`src/rtl/game_pkg.sv`:
```
// Shared constants and state encoding for the guess-number game blocks.
// The button-capture block and the sequence player both import this package.
package game_pkg;

    localparam int MAX_LEN     = 7;
    localparam int MIN_LEN     = 4;
    localparam int NUM_BUTTONS = 4;

    typedef enum logic [2:0] {
        IDLE,
        CHECK,
        ON,
        GAP,
        DONE
    } player_state_t;

endpackage

```
`src/rtl/seq_code_check.sv`:
```
// Validates a latched code: the length must be in range, every used position
// must name exactly one button, and every unused position must be empty.
module seq_code_check
    import game_pkg::*;
(
    input  logic [0:MAX_LEN-1] mask1,
    input  logic [0:MAX_LEN-1] mask2,
    input  logic [0:MAX_LEN-1] mask3,
    input  logic [0:MAX_LEN-1] mask4,
    input  logic [2:0]         len,
    output logic               valid
);

    logic [2:0] ones;

    always_comb begin
        ones  = '0;
        valid = (int'(len) >= MIN_LEN) && (int'(len) <= MAX_LEN);
        for (int p = 0; p < MAX_LEN; p++) begin
            ones = 3'(mask1[p]) + 3'(mask2[p]) + 3'(mask3[p]) + 3'(mask4[p]);
            if (p < int'(len)) begin
                if (ones != 3'd1) valid = 1'b0;
            end else begin
                if (ones != 3'd0) valid = 1'b0;
            end
        end
    end

endmodule

```
`src/rtl/sequence_player.sv`:
```
// Replays a stored guess-number code one symbol at a time on four indicator
// outputs, with a fixed on-time and all-off gap per symbol.
module sequence_player
    import game_pkg::*;
#(
    parameter int ON_CYCLES  = 4,
    parameter int OFF_CYCLES = 2
) (
    input  logic               clk,
    input  logic               rst,
    input  logic               start,
    input  logic               stop,
    input  logic [0:MAX_LEN-1] code1,
    input  logic [0:MAX_LEN-1] code2,
    input  logic [0:MAX_LEN-1] code3,
    input  logic [0:MAX_LEN-1] code4,
    input  logic [2:0]         len,
    output logic               o1,
    output logic               o2,
    output logic               o3,
    output logic               o4,
    output logic               busy,
    output logic               done,
    output logic               err
);

    localparam int TIMER_MAX = (ON_CYCLES > OFF_CYCLES) ? ON_CYCLES : OFF_CYCLES;
    localparam int TIMER_W   = $clog2(TIMER_MAX + 1);
    localparam logic [TIMER_W-1:0] ON_LAST  = TIMER_W'(ON_CYCLES - 1);
    localparam logic [TIMER_W-1:0] OFF_LAST = TIMER_W'(OFF_CYCLES - 1);

    player_state_t state, next_state;

    logic [0:MAX_LEN-1] mask1, mask2, mask3, mask4;
    logic [2:0]         len_q;
    logic [2:0]         pos, pos_next;
    logic [TIMER_W-1:0] timer, timer_next;
    logic [3:0]         led, led_next;
    logic               busy_next, done_next, err_next;
    logic               code_valid;
    logic               last_symbol;
    logic               accept;

    seq_code_check u_check (
        .mask1 (mask1),
        .mask2 (mask2),
        .mask3 (mask3),
        .mask4 (mask4),
        .len   (len_q),
        .valid (code_valid)
    );

    // Bit 0 of the returned vector drives o1, bit 3 drives o4.
    function automatic logic [3:0] symbol_at(input logic [2:0] p);
        return {mask4[p], mask3[p], mask2[p], mask1[p]};
    endfunction

    assign accept      = (state == IDLE) && start && !stop;
    assign last_symbol = (pos >= len_q - 3'd1);

    always_ff @(posedge clk) begin
        if (rst) begin
            state <= IDLE;
            mask1 <= '0;
            mask2 <= '0;
            mask3 <= '0;
            mask4 <= '0;
            len_q <= '0;
            pos   <= '0;
            timer <= '0;
            led   <= '0;
            busy  <= 1'b0;
            done  <= 1'b0;
            err   <= 1'b0;
        end else begin
            state <= next_state;
            pos   <= pos_next;
            timer <= timer_next;
            led   <= led_next;
            busy  <= busy_next;
            done  <= done_next;
            err   <= err_next;
            if (accept) begin
                mask1 <= code1;
                mask2 <= code2;
                mask3 <= code3;
                mask4 <= code4;
                len_q <= len;
            end
        end
    end

    always_comb begin
        next_state = state;
        case (state)
            IDLE:  if (accept) next_state = CHECK;
            CHECK: next_state = (!stop && code_valid) ? ON : IDLE;
            ON: begin
                if (stop)                  next_state = IDLE;
                else if (timer == ON_LAST) next_state = GAP;
            end
            GAP: begin
                if (stop)                   next_state = IDLE;
                else if (timer == OFF_LAST) next_state = last_symbol ? DONE : ON;
            end
            DONE:    next_state = IDLE;
            default: next_state = IDLE;
        endcase
    end

    // Next-cycle values for the registered outputs and counters.
    always_comb begin
        pos_next   = '0;
        timer_next = '0;
        if ((state == ON || state == GAP) && next_state == state) begin
            timer_next = timer + 1'b1;
        end
        if (next_state == ON) begin
            if (state == GAP)     pos_next = pos + 3'd1;
            else if (state == ON) pos_next = pos;
        end else if (next_state == GAP) begin
            pos_next = pos;
        end
        led_next  = (next_state == ON) ? symbol_at(pos_next) : 4'b0000;
        busy_next = (next_state == CHECK) || (next_state == ON) || (next_state == GAP);
        done_next = (next_state == DONE);
        err_next  = (state == CHECK) && !stop && !code_valid;
    end

    assign o1 = led[0];
    assign o2 = led[1];
    assign o3 = led[2];
    assign o4 = led[3];

endmodule

```
`config.mk`:
```
export PLATFORM = sky130hd
export DESIGN_NAME = sequence_player
export DESIGN_NICKNAME = d
export VERILOG_FILES = /design/src/rtl/game_pkg.sv /design/src/rtl/seq_code_check.sv /design/src/rtl/sequence_player.sv
export SDC_FILE = /design/constraint.sdc
export NUM_CORES = 1
export LEC_CHECK = 0
export ABC_AREA = 1
export BUFFER_PORTS_ARGS = -buffer_cell sky130_fd_sc_hd__clkbuf_2
export CELL_PAD_IN_SITES_DETAIL_PLACEMENT = 1
export CELL_PAD_IN_SITES_GLOBAL_PLACEMENT = 1
export CORE_MARGIN = 4
export CORE_UTILIZATION = 41
export CTS_CLUSTER_SIZE = 24
export DETAILED_ROUTE_END_ITERATION = 7
export PLACE_DENSITY_LB_ADDON = 0.1
export SYNTH_ARGS = -nofsm -noshare
export SYNTH_HDL_FRONTEND = slang
export SYNTH_SLANG_ARGS = --single-unit
```
`constraint.sdc`:
```
create_clock -name clk -period 3.79 [get_ports clk]
set_clock_uncertainty 0.2 [all_clocks]
set_input_delay 0.758 -clock clk [delete_from_list [all_inputs] [get_ports clk]]
set_output_delay 0.758 -clock clk [all_outputs]
set_load 0.005 [all_outputs]
```
; Word level (Yosys, flattened, before mapping)
; Cells that the tools add are included.
[word_totals]
out_inout_bits = 7
ff_bits = 47
word_cells = 132
[op_classes]
add_sub_neg = 24
n_reduce_logical = 21
bitwise_logic = 3
mux = 45
n_eq_ne = 17
order_cmp = 10
[op_table]
columns = op, count
row1 = $add A3 B1 Y3, 14
row2 = $mux W3, 10
row3 = $mux W1, 29
row4 = $ne A3 B1 Y1 const B, 7
row5 = $reduce_bool A3 Y1, 7
row6 = $eq A3 B2 Y1 const B, 5
row7 = $add A1 B1 Y2, 7
row8 = $bmux W1 S3, 4
row9 = $pmux W3 S4, 1
row10 = $eq A3 B1 Y1 const B, 3
row11 = $lt A3 B3 Y1 const A, 3
row12 = $add A3 B1 Y3 const B, 2
row13 = $logic_and A1 B1 Y1, 6
row14 = $lt A1 B3 Y1 const A, 2
row15 = $lt A2 B3 Y1 const A, 2
row16 = $ge A4 B4 Y1 const B, 1
row17 = $not A3 Y4, 1
row18 = $reduce_or A2 Y1, 2
row19 = $eq A3 B3 Y1, 1
row20 = $eq A3 B3 Y1 const B, 1
row21 = $ge A3 B3 Y1, 1
row22 = $ge A3 B3 Y1 const B, 1
row23 = $logic_not A3 Y1, 1
row24 = $logic_or A1 B1 Y1, 3
row25 = 4 further kinds, 6

; Longest topological paths before layout
; Gate-level depths: netlist (run 1).
[logic_depth]
word_depth = 28
depth_mapped = 21
ltp_nobuf = 20

; By module
; Synthesis (run 1) repeated with hierarchy kept, for this count alone.
[unflattened]
hier_cells = 402
hier_area_um2 = 2849.0
[by_module_without_submodules]
columns = module, n_inst, seq_area_each_um2, area_per_inst_um2, cells_each
row1 = sequence_player, 1, 940.9, 2237.1, 306
row2 = seq_code_check, 1, 0.0, 611.8, 96

; Worst setup path before layout (run 1)
; No wires, ideal clock.
[synth_path]
path_type = register to register
startpoint = reg mask1[6] (netlist bit)
endpoint = reg led[3]
synth_period_minus_slack_ps = 2709
path_slack_ps = 1081
t_arrival_ps = 2397
required_ps = 3477
path_stages_with_launch = 21
setup_time_ps = 113
cell_sequence = dfxtp_1 ha_1 inv_1 fa_1 inv_1 ha_1 inv_1 nand2_1 nor2_1 nand3_1 nor2_1 nand3_2 nand2_4 nand3_4 nand2_2 buf_6 nand2_1 nand3_1 nand2_1 nor2_1 nor2_1
[synth_via]
elab_chain_cells = 16
word_cells_on_any_way = 21
classes_between = add/sub (3) / eq/ne (3) / mux (10) / bitwise (2) / reduce/logical (3)
[synth_rtl]
columns = element, line_no
row1 = from (decl), sequence_player.sv:34  ; logic [0:MAX_LEN-1] mask1, mask2, mask3, mask4;
row2 = from (signal assigned), sequence_player.sv:84  ; mask1 <= code1;
row3 = $add A1 B1 Y2 *, seq_code_check.sv:20  ; ones = 3'(mask1[p]) + 3'(mask2[p]) + 3'(mask3[p]) + 3'(mask4[p]);
row4 = $add A3 B1 Y3 * (2 in a row), seq_code_check.sv:20
row5 = $ne A3 B1 Y1 or $reduce_bool A3 Y1 (tied branches), "seq_code_check.sv:22, seq_code_check.sv:24"
row6 = $mux W1 (on tied branches), "seq_code_check.sv:22, seq_code_check.sv:24"
row7 = $mux W1 *, seq_code_check.sv:21  ; if (p < int'(len)) begin
row8 = $logic_and A1 B1 Y1 *, sequence_player.sv:97  ; CHECK: next_state = (!stop && code_valid) ? ON : IDLE;
row9 = $mux W2 *, sequence_player.sv:97
row10 = $pmux W3 S4 *, sequence_player.sv:95  ; case (state)
row11 = $eq A3 B2 Y1, sequence_player.sv:121  ; end else if (next_state == GAP) begin
row12 = $mux W3, sequence_player.sv:121
row13 = $mux W3, sequence_player.sv:118  ; if (next_state == ON) begin
row14 = $not A3 Y4 (not written as such), sequence_player.sv:55  ; return {mask4[p], mask3[p], mask2[p], mask1[p]};
row15 = $bmux W1 S3, sequence_player.sv:55
row16 = $mux W1 (not written as such) (2 in a row), sequence_player.sv:55
row17 = to (signal assigned), sequence_player.sv:79  ; led <= led_next;
row18 = to (decl), sequence_player.sv:38  ; logic [3:0] led, led_next;
; Mark *: on every way between the ends. The rest lies on a longest branch, timed or not. The select of a mux whose other input is x is not followed.
; A chain may end at the register's enable or synchronous reset.

; Worst setup path after layout (run 1)
[layout_path]
startpoint = reg mask1[4] (netlist bit)
endpoint = reg led[1]
[layout_via]
elab_chain_cells = 20
word_cells_on_any_way = 27
classes_between = add/sub (3) / eq/ne (3) / mux (16) / bitwise (2) / reduce/logical (3)
[layout_rtl]
columns = element, line_no
row1 = $add A1 B1 Y2 *, seq_code_check.sv:20
row2 = $add A3 B1 Y3 * (2 in a row), seq_code_check.sv:20
row3 = $ne A3 B1 Y1 or $reduce_bool A3 Y1 (tied branches), "seq_code_check.sv:22, seq_code_check.sv:24"
row4 = $mux W1 (on tied branches), "seq_code_check.sv:22, seq_code_check.sv:24"
row5 = $mux W1 *, seq_code_check.sv:21
row6 = $mux W1 (on tied branches), "seq_code_check.sv:24, seq_code_check.sv:22"
row7 = $mux W1 *, seq_code_check.sv:21
row8 = $mux W1 (on tied branches), "seq_code_check.sv:24, seq_code_check.sv:22"
row9 = (+2 left out), n/a
row10 = $mux W2 *, sequence_player.sv:97
row11 = $pmux W3 S4 *, sequence_player.sv:95
row12 = $eq A3 B2 Y1, sequence_player.sv:121
row13 = $mux W3, sequence_player.sv:121
row14 = $mux W3, sequence_player.sv:118
row15 = $not A3 Y4 (not written as such), sequence_player.sv:55
row16 = $bmux W1 S3, sequence_player.sv:55
row17 = $mux W1 (not written as such) (2 in a row), sequence_player.sv:55
; Marks and branches as above.

==> impl.org, run 1 <==
** Global routing
- Entering global routing, the biggest net connects 61 pins.
- Vias in the first global route :: between 2000 and 2500
- GRT Util Overall :: 0.176
- Antenna violations before repair :: 0
- The first global-routing pass estimated 11.7 mm of wire.
- Global route total overflow :: 0

** Logic synthesis
- Share of synthesized flip-flops with an asynchronous set or reset :: 0
- Area of the mapped netlist :: 0.00277 mm^2
- Counting instances in the post-synthesis netlist gives the leading cell types as sky130_fd_sc_hd__inv_1 (56), sky130_fd_sc_hd__nand2_1 (49), sky130_fd_sc_hd__dfxtp_1 (47).
- Post-synthesis cell type count :: 29
- Most frequently used flop master after synthesis :: sky130_fd_sc_hd__dfxtp_1
- Sorting the synthesized cells by area gives the leading types as sky130_fd_sc_hd__dfxtp_1 (34%), sky130_fd_sc_hd__ha_1 (10%), sky130_fd_sc_hd__inv_1 (7.6%).
- Number of instances in the synthesized netlist :: approximately 370
- Top cell type by total area after synthesis :: sky130_fd_sc_hd__dfxtp_1
- Synthesized area per cell :: about 7.4 um^2
- Most repeated cell in the gate-level netlist after synthesis :: sky130_fd_sc_hd__inv_1
- For this run, the register share of the synthesized area comes to 0.340.
- Of the post-synthesis cell area, the dominant cell type holds 0.340.
- For this run, the number of Yosys warnings is 0.
- Number of flops mapped to enable cells by yosys :: 0
- After synthesis the netlist holds a flip-flop and latch count of 47.
- Syn nets :: 439

** Layout
- Count of antenna diodes in the layout :: 0
- Area Overhead vs Synth :: 11.3%
- Post-layout net count :: 473
- Share of post-route cells with drive strength above 1 :: 0.184

** Worst setup path
- Family with the most delay on the worst path :: simple AND/OR/NAND/NOR gates
- Maximum fanout along the worst path :: 18
- Cell with the biggest individual delay on the critical path :: sky130_fd_sc_hd__fa_1
- The critical path contains buffers and inverters numbering 3 combined.
- Walking the worst path, the cells encountered are ha_1 > inv_1 > fa_1 > inv_1 > ha_1 > inv_1 > nand2_1 > nor2_1 > nand3_1 > nor2_1 > nand3_2 > nand2_4 > nand3_4 > nand2_2 > nand2_1 > nand3_1 > nand2_1 > nor2_1 > nor2_1.
- Element type at the critical path end :: register
- In this design, the stage delay of the slowest critical-path cell is 360 ps.
- STA puts the critical path data arrival time at 3220 ps.
- Cell occurring most often along the worst timing path :: sky130_fd_sc_hd__nor2_1
- Classification of the worst setup path :: reg -> reg
- WP data required :: approximately 3800 ps
- Startpoint class of the critical path :: register

** Worst hold path
- Type of the worst min-delay path :: reg -> reg

** STA
- Hold Violations, Final :: 0
- TNS Setup :: 0 ps
- At the pin with the least slew margin, the transition time is 769 ps.
- Setup repair after global routing missed its margin :: no
- Worst max-slew margin expressed relative to the limit :: 0.486
- Max Clock Freq :: 311 MHz
- For the finished layout, the period the worst path requires is 3220 ps.
- Ratio of final minimum period to clock period :: 0.849
- Hold Slack :: 272 ps
- Number of slew-limit violations in the final report :: 0
- Final setup violation count :: 0

** Clock network
- CTS saw 47 sinks.
- TritonCTS built the clock tree.
- CTS-repair resized insts :: 0
- # Post-CTS Setup Buffers :: 0
- No sink is reached through more buffers than the 2 on the longest clock path.
- The root buffer cell chosen for the clock tree is sky130_fd_sc_hd__clkbuf_8.
- Clock buffers created by TritonCTS :: 5
- The clock reaches the later pin of the worst-skew pair after roughly 300 ps.
- CTS clk-pin slew, worst paths :: ~90 ps
- CTS built an H-tree with a depth of 2.
- Number of hold buffers added after cts :: 0

** Floorplan
- I/O Pins :: 42
- The initialized floorplan defines 29 standard-cell rows.
- The floorplan step defined a die boundary enclosing 0.00812 mm^2.
- Vertical die dimension :: approximately 90 um
- Initial Utilization :: 0.428
- The floorplan step defined a core boundary enclosing 0.00646 mm^2.
- Die boundary width :: 90.1 um

** Detailed routing
- Number of detailed-routing iterations run before antenna repair :: 4
- The routed layout has 2404 vias.
- ANT nets after route :: 0
- In the final routed layout, each cell accounts on average for between 10 and 15 um.
- Number of vias per cell after detailed routing :: 4.96
- Final wirelength :: 6.76 mm
- After the first detailed-routing iteration, the DRC count stood at 88.
- For this run, design rule violations remaining after detail routing come to 0.

** Flow run
- Max-cap violation count :: 0

** Run status
- The run finished with clean final reports.

** Place
- Routability-driven placement finished with a final weighted congestion of 0.834.
- Port buffering added a little over 40 buffers.
- HPWL Detailed :: roughly 5.4 mm

** Power
- Static Leak :: 1.49 nW
- Largest vdd supply drop :: 0.151 mV
- For this design the ratio of total power to cell area is 334 mW/mm^2.
==> cell type report <==
cell class / count / area (um^2)
clock inverters: 1 / 5.00
clock buffers: 6 / 82.6
well taps: 77 / 96.3
inverters: 63 / 236
fillers: 845 / 3380
repair buffers: 42 / 213
flip-flops and latches: 47 / 941
multi-input cells: 249 / 1500
==> registers in the layout (all words and copies together) (netlist names) <==
name / count
busy: 1
done: 1
err: 1
led: 4
len_q: 3
mask1: 7
mask2: 7
mask3: 7
mask4: 7
pos: 3
state: 3
timer: 3
==> logic make-up after synthesis <==
kind of cell,share of synthesized area
XOR/XNOR,0.00634
AND/OR/NAND/NOR,0.243
buffers and inverters,0.116
flip-flops,0.340
adder cells (fa/ha/maj),0.155
AO/OA/AOI/OAI,0.139
==> metal layers <==
layer,global-route usage,wire (um)
met2,0.309,3300
met4,0.0561,114
met1,0.218,3150
met3,0.0334,191
met5,0,0
==> metrics by stage <==
step           cells  cell area (um^2)  worst slack, ps  power (mW)   util
2_1_floorplan    374              2770             1080       0.664      -
3_3_place_gp     478              2990              588       0.718  0.463
3_5_place_dp     478              2990              550       0.727  0.463
4_1_cts          485              3080              532        1.04  0.477
5_1_grt          485              3080              314        1.10  0.477
6_report         485              3080              571        1.03  0.477
==> path summary, 6_finish.rpt <==
path	startpoint	endpoint	slack (ps)	depth (start not counted)
hold / removal	timer[0]	timer[0]	270	1
setup / recovery	mask1[4]	led[1]	570	19
setup reg to reg	mask1[4]	led[1]	570	19
hold reg to reg	timer[0]	timer[0]	270	1
==> report_power, final <==
group | internal [mW] | switching, mW | total, mW
logic | 0.0720 | 0.108 | 0.180
registers | 0.517 | 0.0135 | 0.530
clock network | 0.144 | 0.172 | 0.316
==> layout by cell type, fill, tap and decap left out, types with 2 or more instances in the layout <==
cell type / count
sky130_fd_sc_hd__clkbuf_8: 6
sky130_fd_sc_hd__nand2_1: 49
sky130_fd_sc_hd__nor2_4: 3
sky130_fd_sc_hd__nor2_1: 40
sky130_fd_sc_hd__nor2_2: 5
sky130_fd_sc_hd__o21ai_2: 2
sky130_fd_sc_hd__inv_1: 56
sky130_fd_sc_hd__inv_2: 7
sky130_fd_sc_hd__fa_1: 7
sky130_fd_sc_hd__nand2_4: 2
sky130_fd_sc_hd__o21ai_0: 29
sky130_fd_sc_hd__nand3_1: 36
sky130_fd_sc_hd__ha_1: 23
sky130_fd_sc_hd__clkbuf_2: 41
sky130_fd_sc_hd__nand2_2: 4
sky130_fd_sc_hd__o21ai_1: 2
sky130_fd_sc_hd__dfxtp_1: 47
sky130_fd_sc_hd__a21oi_1: 38
Note: power is estimated with default switching activity, not from simulation.
==> run 2, diff against run 1 <==
==> constraint.sdc (replaced) <==
create_clock -name clk -period 3.1 [get_ports clk]
set_clock_uncertainty 0.2 [all_clocks]
set_input_delay 0.62 -clock clk [delete_from_list [all_inputs] [get_ports clk]]
set_output_delay 0.62 -clock clk [all_outputs]
set_load 0.005 [all_outputs]
==> impl.org, run 2 (synthesis gave the netlist of run 1 again) <==
** Run status
- Result of the run :: finished with violations
- The final reports fail on negative setup slack.

** Power
- Seq pwr share :: 0.478 (-0.039)
- The worst vdd rail ir drop is 0.218 mV (+45%).
- The leakage power of the design was 1.58 nW (+6.0%).
- The switching part of the total power was 0.281 (-0.00503).
- The power share of the clock group was 0.330 (+0.022).
- The net switching component of the power was 0.384 mW (+31%).
- The internal power summed over all cells is 0.980 mW (+34%).
- The part of the total power dissipated in combinational logic came to 0.192 (+0.016).
- Pwr/cell area :: 401 mW/mm^2 (+20%)

** Place
- The setup slack after placement came to 34.4 ps (-515 ps).
- The half-perimeter wire length of the detailed placement result came to 5.63 mm (+3.8%).
- Count of input and output buffers :: 41 (unchanged)
- Routability cong. :: 0.846 (+1.4%)
- Cell count after placement :: 483 (+1.0%)

** Worst setup path
- The required time of the critical path was 3110 ps (-680 ps).
- The logic depth of the worst register-to-register path came to 20 (+1).
- The worst setup path is captured at a register.
- Classification of the worst setup path :: reg -> reg
- The data arrival time of the worst path is 3150 ps (-70 ps).
- The worst setup path is launched from a register.
- R2R setup slack :: -40 ps (-610 ps)
- Maximum fanout along the worst path :: 8 (-10)
- Origin of the critical flop-to-flop path :: mask2[3]
- FF-to-FF End :: led[1]

** STA
- Setup repair after global routing missed its margin :: yes
- Min Clock Period, post-route :: 3140 ps (-78.8 ps)
- Number of slew-limit violations in the final report :: 0 (unchanged)
- TNS Setup :: -40.3 ps (-40.3 ps)
- Setup WS post-layout :: -40.3 ps (-611 ps)
- The count of endpoints failing hold in the final timing report came to 0 (unchanged).
- The final clock period utilization by the worst path came to 1.01 (+0.164).
- The highest attainable clock frequency came to 318 MHz (+2.5%).
- Transition time at the pin with the least slew margin :: 727 ps (-42.7 ps)
- The headroom to the max-slew limit came to 0.515 (+0.0285).
- Final setup violation count :: 1 (+1)

** Global routing
- The overflow left after global routing is 0 (unchanged).
- The number of antenna violations at the first check in global routing came to 0 (unchanged).
- Pin count of the biggest net entering global routing :: 61 (unchanged)
- Vias in the first global route :: 2613 (+4.8%)
- The total track usage was 0.187 (+0.0105).
- The first-pass GRT wire length is 12.3 mm (+4.9%).

** Detailed routing
- ANT nets after route :: 0 (unchanged)
- The post-detailed-route wirelength per cell is 15.5 um (+11%).
- The violation count after the first detailed-route iteration is 97 (+10%).
- Vias :: 2519 (+4.8%)
- Number of vias per cell after detailed routing :: 5.06 (+2.0%)
- Drc violations :: 0 (unchanged)
- The number of iterations in the first detailed-routing pass came to 4 (unchanged).
- Final wirelength :: 7.74 mm (+14%)

** Floorplan
- The y dimension of the die came to 90.1 um (unchanged).
- The core outline area was 0.00646 mm^2 (unchanged).
- The effective utilization at floorplan was 0.428 (unchanged).
- Die boundary width :: 90.1 um (unchanged)
- Row cnt :: 29 (unchanged)
- The I/O pin total was 42 (unchanged).
- The area of the die is 0.00812 mm^2 (unchanged).

** Clock network
- The clock latency of the later-clocked register in the worst-skew pair was 310 ps (about the same).
- H-tree depth :: 2 (unchanged)
- The number of hold-repair buffers added at the cts stage came to 0 (unchanged).
- The number of sinks on the clock net was 47 (unchanged).
- Maximum buffer depth of the clock tree :: 2 (unchanged)
- Clock buffers created by TritonCTS :: 5 (unchanged)
- TritonCTS built the clock tree.
- Root Buffer :: sky130_fd_sc_hd__clkbuf_8
- CTS clk-pin slew, worst paths :: 90 ps (about the same)

** Layout
- Most frequent cells in the layout :: sky130_fd_sc_hd__inv_1 (51), sky130_fd_sc_hd__nand2_1 (49), sky130_fd_sc_hd__clkbuf_2 (41)
- The library cell used most frequently in the layout, excluding fill and tap cells, is sky130_fd_sc_hd__inv_1.
- The net count of the finished layout is 486 (+2.7%).
- Final standard cell count with taps included and fillers excluded :: 498 (+2.7%)
- Share of post-route cells with drive strength above 1 :: 0.287 (+0.104)
- Count of antenna diodes in the layout :: 0 (unchanged)
- Compared with the post-synthesis result, the final layout area differs by 23.1%.
- Fill cells :: 827 (-2.1%)

** Worst hold path
- The tightest min-delay check is of the reg -> reg type.
- Capture endpoint of the worst hold path :: timer[0]
- Hold Path Origin :: timer[0]
- The count of cells along the worst hold path came to 1 (unchanged).

** Flow run
- Max-cap violation count :: 0 (unchanged)
## run 2: cell count changes in the layout (fill, tap and decap cells not counted), sizes merged
cell / previous run / this run
clkinv: 1 / 0
bufinv: 0 / 1
clkbuf: 47 / 49
nand2: 55 / 56
buf: 1 / 11
## run 2: worst max-delay path, stage by stage, from the launching register on
cell and delay, ps:
sky130_fd_sc_hd__dfxtp_2 340, sky130_fd_sc_hd__ha_4 260, sky130_fd_sc_hd__inv_2 30, sky130_fd_sc_hd__fa_2 350
sky130_fd_sc_hd__inv_2 80, sky130_fd_sc_hd__ha_4 190, sky130_fd_sc_hd__nor2_2 90, sky130_fd_sc_hd__nand2_1 80
sky130_fd_sc_hd__nor2_1 110, sky130_fd_sc_hd__nand2_1 80, sky130_fd_sc_hd__nor2_2 160, sky130_fd_sc_hd__nand3_2 130
sky130_fd_sc_hd__nand2_4 140, sky130_fd_sc_hd__nand3_4 160, sky130_fd_sc_hd__clkbuf_16 220, sky130_fd_sc_hd__nand3_1 70
sky130_fd_sc_hd__nor2_1 40, sky130_fd_sc_hd__nor2_1 130, sky130_fd_sc_hd__nand2_1 60, sky130_fd_sc_hd__nand2_1 80
sky130_fd_sc_hd__nor2_1 40
## run 2: per-stage QoR
stage | instance area, um^2 | utilization | hold WS [ps] | power [mW]
final | 3400 | 0.527 | 286 | 1.36
after floorplan | 2770 | - | 221 | 0.812
after global placement | 3040 | 0.471 | 239 | 0.880
after global routing | 3400 | 0.527 | 333 | 1.45
after CTS | 3160 | 0.489 | 288 | 1.35
after detailed placement | 3040 | 0.471 | 276 | 0.891
## run 2: power by group through the flow
stage	Sequential [mW]	Combinational, mW	Clock (mW)
floorplan	0.658	0.154	0
global placement	0.661	0.219	0
global route	0.657	0.303	0.490
CTS	0.649	0.231	0.467
finish	0.652	0.262	0.451
detailed placement	0.663	0.228	0
## run 2: worst max-delay path by stage
| stage | from | end | slack [ps] | depth (start not counted) |
|---|---|---|---|---|
| floorplan | mask1[6] | led[3] | 390 | 20 |
| global placement | mask1[3] | led[3] | 70 | 18 |
| detailed placement | mask2[3] | led[0] | 30 | 20 |
| CTS | mask2[3] | led[2] | 30 | 20 |
| global route | mask2[2] | led[0] | -220 | 20 |
| finish | mask2[3] | led[1] | -40 | 20 |
## run 2: cell type report
type	instances	area, um^2	area share
Sequential cell	47	951	0.279
Multi-Input combinational cell	250	1660	0.486
Clock buffer	6	72.6	0.0213
Tap cell	77	96.3	0.0283
Inverter	63	236	0.0695
Timing Repair Buffer	54	363	0.107
Clock inverter	1	30.0	0.00882
## run 2: what timing repair did
action,4_1_cts,5_1_grt
pin swaps,0,21
hold endpoints to repair,0,0
cloned,0,3
endpoints found under the setup margin,4,4
setup buffers,0,5
gates resized for setup,4,37
## run 2: metal layers
layer / track usage / routed length, um
met1: 0.231 / 3460
met2: 0.327 / 3920
met3: 0.0317 / 210
met4: 0.0638 / 146
met5: 0 / 0
==> run 3, diff against run 2 <==
--- a/config.mk
+++ b/config.mk
@@ -13,6 +13,7 @@
 export CORE_UTILIZATION = 41
 export CTS_CLUSTER_SIZE = 24
 export DETAILED_ROUTE_END_ITERATION = 7
+export MAX_ROUTING_LAYER = met4
 export PLACE_DENSITY_LB_ADDON = 0.1
 export SYNTH_ARGS = -nofsm -noshare
 export SYNTH_HDL_FRONTEND = slang
==> impl.org, run 3 (synthesis gave the netlist of run 1 again) <==
** Clock network
- Clock buffers created by TritonCTS :: 5 (unchanged)
- Maximum buffer depth of the clock tree :: 2 (unchanged)
- Number of hold buffers added after cts :: 0 (unchanged)
- Count of clock tree sinks :: 47 (unchanged)
- CTS tree :: done
- The number of levels the H-tree was split into was 2 (unchanged).
- Clock latency at the later pin of the worst-skew pair :: 310 ps (about the same)
- Root Buffer :: sky130_fd_sc_hd__clkbuf_8
- CTS clk-pin slew, worst paths :: 90 ps (about the same)

** Worst setup path
- Data arrival at the endpoint of the critical path :: 3160 ps (about the same)
- On the critical path, the stage with the largest delay is an instance of sky130_fd_sc_hd__dfxtp_2.
- Startpoint class of the critical path :: register
- Critical-path cell list :: ha_1 > inv_1 > fa_2 > inv_1 > ha_1 > inv_1 > nand2_1 > nor2_2 > nand3_2 > nor2_4 > nand3_2 > nand2_4 > nand3_4 > clkbuf_16 > nand3_1 > nor2_1 > nor2_1 > nand2_1 > nand2_1 > nor2_1
- The largest incremental delay on the critical path came to 340 ps (about the same).
- Worst reg-to-reg path cell count :: 20 (unchanged)
- FF-to-FF End :: led[1]
- Element type at the critical path end :: register
- The number of cells on the critical path came to 20 (unchanged).
- The worst register-to-register path begins at mask2[6].
- The required time of the critical path was 3110 ps (about the same).
- Maximum fanout along the worst path :: 8 (unchanged)
- Broken down by cell family, the worst path's largest delay share belongs to simple AND/OR/NAND/NOR gates.
- Worst setup path endpoint :: led[1]
- The critical path starts at mask2[6].
- Count of buffer and inverter cells on the critical path :: 4 (+1)
- The setup path with the least slack is of type reg -> reg.
- The reg2reg setup slack was -50 ps (about the same).

** Floorplan
- Die Outline Area :: 0.00812 mm^2 (unchanged)
- The y dimension of the die came to 90.1 um (unchanged).
- The site row count was 29 (unchanged).
- I/O Pins :: 42 (unchanged)
- The effective utilization at floorplan is 0.428 (unchanged).
- Die boundary width :: 90.1 um (unchanged)
- Core region area :: 0.00646 mm^2 (unchanged)

** Place
- The setup slack after placement was 34.4 ps (unchanged).
- Routability cong. :: 0.859 (+1.6%)
- Cell count after placement :: 483 (unchanged)
- The half-perimeter wire length of the detailed placement result was 5.63 mm (unchanged).
- Count of input and output buffers :: 41 (unchanged)

** Layout
- The layout overhead on the synthesized area came to 23.1% (unchanged).
- Fill cells :: 827 (unchanged)
- Leaving out fill and tap cells, the most frequent cell in the layout is sky130_fd_sc_hd__inv_1.
- Share of post-route cells with drive strength above 1 :: 0.287 (unchanged)
- In the layout the commonest cells are sky130_fd_sc_hd__inv_1 (51), sky130_fd_sc_hd__nand2_1 (49), sky130_fd_sc_hd__clkbuf_2 (41).
- Post-layout net count :: 486 (unchanged)
- Final standard cell count with taps included and fillers excluded :: 498 (unchanged)
- Sequential cell area :: 951 um^2 (unchanged)
- Multi-input combinational cell area :: 0.00166 mm^2 (unchanged)
- Count of antenna diodes in the layout :: 0 (unchanged)

** STA
- Setup repair after global routing could not meet its margin everywhere.
- Number of slew-limit violations in the final report :: 0 (unchanged)
- Transition time at the pin with the least slew margin :: 739 ps (+12.1 ps)
- Setup WS post-layout :: -53.6 ps (-13.3 ps)
- Worst max-slew margin expressed relative to the limit :: 0.507 (-0.00805)
- Hold Violations, Final :: 0 (unchanged)
- The final clock period utilization by the worst path is 1.02 (+0.00428).
- The number of failing setup endpoints in the final timing report came to 1 (unchanged).
- Min Clock Period, post-route :: 3150 ps (+13.3 ps)
- Max Clock Freq :: 317 MHz (-0.42%)

** Global routing
- The total track usage is 0.192 (+0.00545).
- The maximum number of pins on one net before global-route repair was 61 (unchanged).
- Vias in the first global route :: 2611 (-0.077%)
- The first-pass GRT wire length is 12.3 mm (+0.11%).
- Global route total overflow :: 0 (unchanged)
- Antenna violations before repair :: 0 (unchanged)

** Run status
- The flow ran to the end, but the final reports show violations.
- The final reports fail on negative setup slack.

** Detailed routing
- Initial DRC Count :: 112 (+15%)
- The via count was 2506 (-0.52%).
- The number of iterations in the first detailed-routing pass came to 4 (unchanged).
- The total routed wirelength is 7.77 mm (+0.49%).
- The number of antenna-violating nets in the routed design was 0 (unchanged).
- The per-cell via count in the routed design was 5.03 (-0.52%).
- Drt wl/cell :: 15.6 um (+0.49%)
- The post-detailed-route DRC marker count is 0 (unchanged).

** Flow run
- Max-cap violation count :: 0 (unchanged)

** Worst hold path
- Type of the worst min-delay path :: reg -> reg

** Power
- Pwr/cell area :: 401 mW/mm^2 (about the same)
- Static Leak :: 1.58 nW (unchanged)
- Largest vdd supply drop :: 0.220 mV (+0.74%)
[run 3: cell counts in the layout (fill, tap and decap cells not counted)]
Identical to the previous run, type by type.
[run 3: metal layers]
layer	share of wire	GRT usage	up-vias
met2	0.50	0.327	41
met1	0.44	0.232	1168
met3	0.034	0.0309	10
met4	0.018	0.0638	0
li1	-	-	1287
met5	0	-	-
[run 3: per-stage QoR]
step	TNS [ps]	area [um^2]	total power [mW]	utilization	hold slack [ps]
2_1_floorplan	0	2770	0.812	-	221
3_3_place_gp	0	3040	0.880	0.471	239
3_5_place_dp	0	3040	0.891	0.471	276
4_1_cts	0	3160	1.35	0.489	288
5_1_grt	-787	3400	1.45	0.527	333
6_report	-53.6	3400	1.36	0.527	286
[run 3: what timing repair did]
action / CTS / global route
buffers inserted: 0 / 5
endpoints found under the setup margin: 4 / 4
cloned: 0 / 3
gates resized for setup: 4 / 37
pin swaps: 0 / 21
[run 3: where the power goes]
group / leakage (nW) / switching, mW / internal, mW
logic: 1.14 / 0.152 / 0.110
registers: 0.388 / 0.0188 / 0.633
clock network: 0.0513 / 0.214 / 0.237
total: 1.58 / 0.384 / 0.980
[run 3: worst min-delay path by stage]
stage / from / to / slack, ps / depth (start not counted)
after floorplan: timer[0] / timer[0] / 220 / 1
after global placement: timer[0] / timer[0] / 240 / 1
after detailed placement: mask1[2] / mask1[2] / 280 / 2
after CTS: mask1[2] / mask1[2] / 290 / 2
after global routing: len_q[2] / len_q[2] / 330 / 2
final: timer[0] / timer[0] / 290 / 1
[run 3: area by class of cell]
type	instances	share of cell area
inverter	63	0.0695
timing repair buffer	54	0.107
clock inverter	1	0.00882
clock buffer	6	0.0213
tap	77	0.0283
sequential	47	0.279
multi-input combinational	250	0.486
